### config.mk
export PLATFORM = sky130hd
export DESIGN_NAME = key_word_loader
export DESIGN_NICKNAME = d
export VERILOG_FILES = /design/src/rtl/key_word_loader.sv
export SDC_FILE = /design/constraint.sdc
export NUM_CORES = 2
export LEC_CHECK = 0
export CORE_MARGIN = 4
export CORE_UTILIZATION = 56
export CTS_BUF_LIST = sky130_fd_sc_hd__clkbuf_4 sky130_fd_sc_hd__clkbuf_8 sky130_fd_sc_hd__clkbuf_16
export CTS_CLUSTER_DIAMETER = 200
export DETAILED_ROUTE_END_ITERATION = 10
export GPL_ROUTABILITY_DRIVEN = 1
export HOLD_SLACK_MARGIN = 0.15
export PLACE_DENSITY = 0.89
export SKIP_LAST_GASP = 1
export SLEW_MARGIN = 20
export SYNTH_ARGS = -nofsm -noshare
export SYNTH_HDL_FRONTEND = slang
export SYNTH_SLANG_ARGS = --single-unit
### constraint.sdc
create_clock -name clk -period 3.5 [get_ports clk]
set_clock_uncertainty 0.2 [all_clocks]
set_input_delay 0.525 -clock clk [delete_from_list [all_inputs] [get_ports clk]]
set_output_delay 0.525 -clock clk [all_outputs]
set_load 0.02 [all_outputs]
### src/rtl/key_word_loader.sv
// key_word_loader: collects NWORDS x WORD_W key words in a shadow buffer and commits
// them atomically to key. Optional trailing XOR checksum word: `define KEY_CHECKSUM_EN.

module key_word_lane #(
  parameter int WORD_W = 64
) (
  input  logic              clk,
  input  logic              rst,
  input  logic              clear,
  input  logic              wr,
  input  logic              discard,
  input  logic              commit,
  input  logic [WORD_W-1:0] d,
  output logic [WORD_W-1:0] shadow,
  output logic [WORD_W-1:0] key
);
  always_ff @(posedge clk) begin
    if (rst || clear) begin
      shadow <= '0;
      key    <= '0;
    end else begin
      if (discard)  shadow <= '0;
      else if (wr)  shadow <= d;
      // the final word can land in the same edge as the commit, so bypass the shadow
      if (commit)   key <= wr ? d : shadow;
    end
  end
endmodule

module key_word_loader #(
  parameter int WORD_W = 64,
  parameter int NWORDS = 8
) (
  input  logic                     clk,
  input  logic                     rst,
  input  logic                     s_valid,
  output logic                     s_ready,
  input  logic [WORD_W-1:0]        s_data,
  input  logic                     s_last,
  input  logic                     clear,
  output logic [WORD_W*NWORDS-1:0] key,
  output logic                     key_valid,
  input  logic                     key_ack,
  output logic                     key_err
);
`ifdef KEY_CHECKSUM_EN
  localparam int LAST_IDX = NWORDS;
`else
  localparam int LAST_IDX = NWORDS - 1;
`endif
  localparam int CNT_W = $clog2(NWORDS + 1);

  typedef enum logic {LOAD = 1'b0, HOLD = 1'b1} state_t;
  typedef struct packed {
    logic [WORD_W-1:0] data;
    logic              last;
  } word_t;

  state_t                         state_q, state_d;
  logic [CNT_W-1:0]               cnt;
  word_t                          in_word;
  logic                           accept, at_final, frame_err, ck_err, err, commit;
  logic [NWORDS-1:0][WORD_W-1:0]  shadow, key_q;
  logic [NWORDS-1:0]              lane_wr;

  assign in_word   = '{data: s_data, last: s_last};
  assign accept    = s_valid && s_ready && !clear;
  assign at_final  = (cnt == CNT_W'(LAST_IDX));
  assign frame_err = accept && (in_word.last != at_final);

`ifdef KEY_CHECKSUM_EN
  logic [WORD_W-1:0] ck_sum;
  always_comb begin
    ck_sum = '0;
    for (int i = 0; i < NWORDS; i++) ck_sum ^= shadow[i];
  end
  assign ck_err = accept && at_final && in_word.last && (in_word.data != ck_sum);
`else
  assign ck_err = 1'b0;
`endif

  assign err    = frame_err || ck_err;
  assign commit = accept && at_final && in_word.last && !ck_err;

  always_comb begin
    lane_wr = '0;
    for (int i = 0; i < NWORDS; i++)
      lane_wr[i] = accept && !err && (cnt == CNT_W'(i));
  end

  for (genvar i = 0; i < NWORDS; i++) begin : g_lane
    key_word_lane #(.WORD_W(WORD_W)) u_lane (
      .clk     (clk),
      .rst     (rst),
      .clear   (clear),
      .wr      (lane_wr[i]),
      .discard (err),
      .commit  (commit),
      .d       (in_word.data),
      .shadow  (shadow[i]),
      .key     (key_q[i])
    );
  end

  assign key = key_q;

  always_ff @(posedge clk) begin
    if (rst || clear)  cnt <= '0;
    else if (accept)   cnt <= (err || commit) ? '0 : cnt + CNT_W'(1);
  end

  always_ff @(posedge clk) begin
    if (rst || clear) key_err <= 1'b0;
    else              key_err <= err;
  end

  always_ff @(posedge clk) begin
    if (rst) state_q <= LOAD;
    else     state_q <= state_d;
  end

  always_comb begin
    state_d = state_q;
    if (clear) state_d = LOAD;
    else begin
      case (state_q)
        LOAD:    if (commit)  state_d = HOLD;
        HOLD:    if (key_ack) state_d = LOAD;
        default: state_d = LOAD;
      endcase
    end
  end

  always_comb begin
    s_ready   = (state_q == LOAD);
    key_valid = (state_q == HOLD);
  end
endmodule
==> summary.txt <==
Status
  – Status: complete, no violations

Yosys
  – Combinational family with the most area after synthesis: compound AO/OA/AOI/OAI gates
  – Post-Syn Area: 34130 µm²
  – EDFF count, synth: 0
  – Post-synthesis simple-gate area fraction: 15.43%
  – Register area share after synthesis: 56.66%
  – Adder-cell share of the synthesized area: less than 1%
  – Cells after synthesis: 3873
  – Post-synth net total: 3947
  – Synth Area in Compound Gates: 15.97%
  – Synth Flop Type: dfxtp_1
  – Ys async rst share: 0%
  – Library cells used by synthesis: 30
  – Synth warn: 0
  – Seq cells post-synth: 966
  – Proportion of synthesized area in mux cells: 5.631%
  – XOR/XNOR share of the synthesized area: less than 1%
  – Syn_area_per_cell: 8.812 µm²

Routing
  – DRT Pass-1 Iters: 6
  – Remaining DRCs: 0
  – Via density: ~5.7
  – Routed WL: about 100000 µm
  – First-iteration detailed-routing DRC count: ~2700
  – WL/cell: just over 20 µm
  – Final ANT Viol Nets: 0
  – Via count: approximately 29000

Placed design
  – Routability cong.: approximately 0.84
  – Area after DPL: 40160 µm²
  – IO Port Bufs: 584
  – Placed Cells: 4950
  – DPL Wire Length: 64360 µm

Timing
  – Tmin final: 2.743 ns
  – RSZ-0062 raised after global routing: false
  – Final period util: between 70% and 80%
  – Count of final setup violators: 0
  – Final hold vios: 0
  – Slew margin rel.: 44.24%
  – Slew @ Worst Pin: 0.8364 ns
  – Fmax: approximately 0.36 GHz
  – Slew Limit Fails: 0
  – Min Hold Slack: 0.2317 ns
  – Setup TNS: 0 ns

Die
  – Ports: 585
  – Die W: 254.9 µm
  – Die area: 64960 µm²
  – Core ar.: approximately 60000 µm²
  – Die Y: 254.9 µm
  – Starting density of the core: 56.54%
  – Rows: 90

Setup path
  – Worst Path Arrival: between 3 and 4 ns
  – CP Cell Sequence: clkdlybuf4s50_1 -> or3b_1 -> or3_4 -> buf_12 -> nand2_1 -> a21oi_1
  – WP buf/inv: 2
  – Launch point of the worst reg-to-reg path: key_valid$_SDFF_PP0_
  – Startpoint types: input pin
  – Worst path required time: 3.79 ns
  – Crit-path max cell delay: just over 0.7 ns
  – Worst-path maximum fanout: 107
  – WP depth: 6
  – Critical Path End Type: flop
  – Kind of critical path: input pin to flop
  – Crit path max-delay family: simple AND/OR/NAND/NOR gates
  – Reg-to-reg endpoint: g_lane[7].u_lane.key[1]$_SDFFE_PP0P_
  – R2R Setup Slk: 0.81 ns
  – FF-to-FF path depth: 5
  – CP max-delay cell: or3_4

Pwr
  – Sequential Power Share: 51.3%
  – Clock power share: 46.1%
  – Comb pwr share: 2.6%
  – Peak VDD IR: 0.0003980 V
  – Net Switching: between 0.004 and 0.005 W
  – P per Cell Area: 497.5 nW/µm²
  – Switching Share: 21.53%
  – Cell internal pwr: 0.01685 W
  – Lkg Pwr: between 10 and 15 nW

Clock tree
  – Clock sink count: 966
  – Clk pin slew, worst setup/hold paths: 0.06 ns
  – CTS Root Cell: clkbuf_16
  – Clk buf depth: 3
  – # resized after CTS: 0
  – Number of setup buffers added after CTS: 0
  – CTS Hold Buffers Added: 0
  – Clk_lat worst skew: ~0.64 ns
  – Total CTS buffers: 90
  – CTS H-tree lvls: 3
  – CTS tree: done

Flow run
  – Maxcap violations: 0

Global route
  – Maximum number of pins on one net before global-route repair: 115
  – GRT overflow: 0
  – Initial antenna violation count: 0
  – Vias in the first global route: 28510
  – First-pass GRT wire length: 158600 µm
  – Total Routing Usage GR: 30.63%

Layout
  – Final instance area: 43150 µm²
  – Final Util: a little under three quarters
  – Cell Count, Final, Fillers Out: 5105
  – Fraction of layout cells with a size suffix above 1: 9.484%
  – P&R area growth vs syn: 26.44%
  – Post-layout nets: ~4300
  – Antenna cells: 0

Worst hold path
  – HP Start: g_lane[2].u_lane.shadow[28]$_SDFF_PP0_
  – HP Class: flop to flop
  – Hold path cells: 2
  – End of the worst hold path: g_lane[2].u_lane.key[28]$_SDFFE_PP0P_
-- cell families (layout without fill, tap and decap cells) --
kind of cell    Yosys count  count (layout)
mux                     192             192
buf+inv                 365             815
simple gates           1377            1377
flops                   966             966
compound gates          965             965
xor+xnor                  4               4
fa+ha+maj                 4               4
-- metrics by stage --
stage          setup WS, ns  power (W)
6_report             0.7571    0.02147
5_1_grt              0.7232    0.02196
4_1_cts              0.8491    0.02150
3_5_place_dp         0.2377    0.01180
3_3_place_gp         0.2780    0.01179
2_1_floorplan         1.141    0.01154
-- state kept, by name, summed over array words and instances (netlist names) --
| register | flops |
|---|---|
| cnt | 4 |
| g_lane.u_lane.shadow | 448 |
| g_lane.u_lane.key | 512 |
| key_valid | 1 |
| key_err | 1 |
-- power by group through the flow --
stage	sequential (W)	combinational, W	clock, W
5_1_grt	0.0110	0.000577	0.0104
3_5_place_dp	0.0113	0.000542	0
2_1_floorplan	0.0113	0.000291	0
4_1_cts	0.0110	0.000546	0.00995
3_3_place_gp	0.0113	0.000540	0
6_report	0.0110	0.000560	0.00990
-- worst max path at each step --
stage / start / to / slack, ns
after global placement: s_valid / g_lane[2].u_lane.key[24]$_SDFFE_PP0P_ / 0.28
after detailed placement: s_valid / g_lane[6].u_lane.key[5]$_SDFFE_PP0P_ / 0.24
after CTS: cnt[0]$_SDFFE_PP0P_ / g_lane[6].u_lane.key[5]$_SDFFE_PP0P_ / 0.85
final: s_valid / g_lane[7].u_lane.key[1]$_SDFFE_PP0P_ / 0.76
after global routing: cnt[0]$_SDFFE_PP0P_ / g_lane[6].u_lane.key[59]$_SDFFE_PP0P_ / 0.72
after floorplan: clear / g_lane[4].u_lane.key[10]$_SDFFE_PP0P_ / 1.14
-- metal layers --
metal	vias up	GRT usage (%)	routed length (µm)
met5	-	0	0
met4	0	16.15	5433
met3	346	6.696	10420
met2	1677	50.30	49670
met1	13849	38.11	39370
li1	13387	-	-
-- cell type report --
cell class                      instances  area (µm²)
Inverter                                3       11.26
Tap cell                              782       978.4
Clock buffer                          129        2670
Fill cell                            3955       17200
Clock inverter                         26       325.3
Timing Repair Buffer                  657        6982
Sequential cell                       966       19340
Multi-Input combinational cell       2542       12850
-- worst min-delay path, delay by kind of cell (launching register included) --
kind,cells,cell delay [ns]
flip-flops,1,0.31
AO/OA/AOI/OAI,1,0.05
AND/OR/NAND/NOR,1,0.05
-- layout by cell type (no fill, tap or decap), types with 2 or more instances in the layout --
cell type | netlist | final
mux2i_1 | 192 | 192
nand3b_1 | 3 | 3
bufinv_16 | 0 | 5
o21ai_0 | 193 | 193
ha_1 | 4 | 4
inv_6 | 0 | 5
nand3_4 | 0 | 4
clkbuf_16 | 0 | 90
clkbuf_8 | 0 | 20
clkbuf_4 | 0 | 19
xor2_1 | 4 | 4
clkinvlp_4 | 0 | 4
a21oi_2 | 165 | 165
clkdlybuf4s50_1 | 0 | 584
buf_4 | 2 | 26
nor3_1 | 2 | 2
clkinv_2 | 0 | 9
dfxtp_1 | 966 | 966
nor4b_4 | 0 | 3
a21oi_1 | 606 | 606
nand2_1 | 1155 | 1155
inv_1 | 3 | 3
nand2b_1 | 2 | 2
and3_4 | 0 | 2
buf_12 | 18 | 47
nor2_1 | 196 | 195
and3_2 | 0 | 2
inv_16 | 0 | 2
-- cell usage after synthesis (2+ instances only) --
master / count / area (µm²)
nand2_1: 1155 / 4335
dfxtp_1: 966 / 19340
a21oi_1: 606 / 3033
buf_2: 210 / 1051
nor2_1: 196 / 735.7
o21ai_0: 193 / 965.9
mux2i_1: 192 / 1922
a21oi_2: 165 / 1445
clkbuf_1: 114 / 427.9
buf_12: 18 / 360.4
buf_6: 18 / 202.7
and3_1: 4 / 25.02
ha_1: 4 / 50.05
nand3_1: 4 / 20.02
xor2_1: 4 / 35.03
inv_1: 3 / 11.26
nand3b_1: 3 / 22.52
nor4b_2: 3 / 45.04
buf_4: 2 / 15.01
nand2b_1: 2 / 12.51
nor3_1: 2 / 10.01
Note: power is estimated with default switching activity, not from simulation.
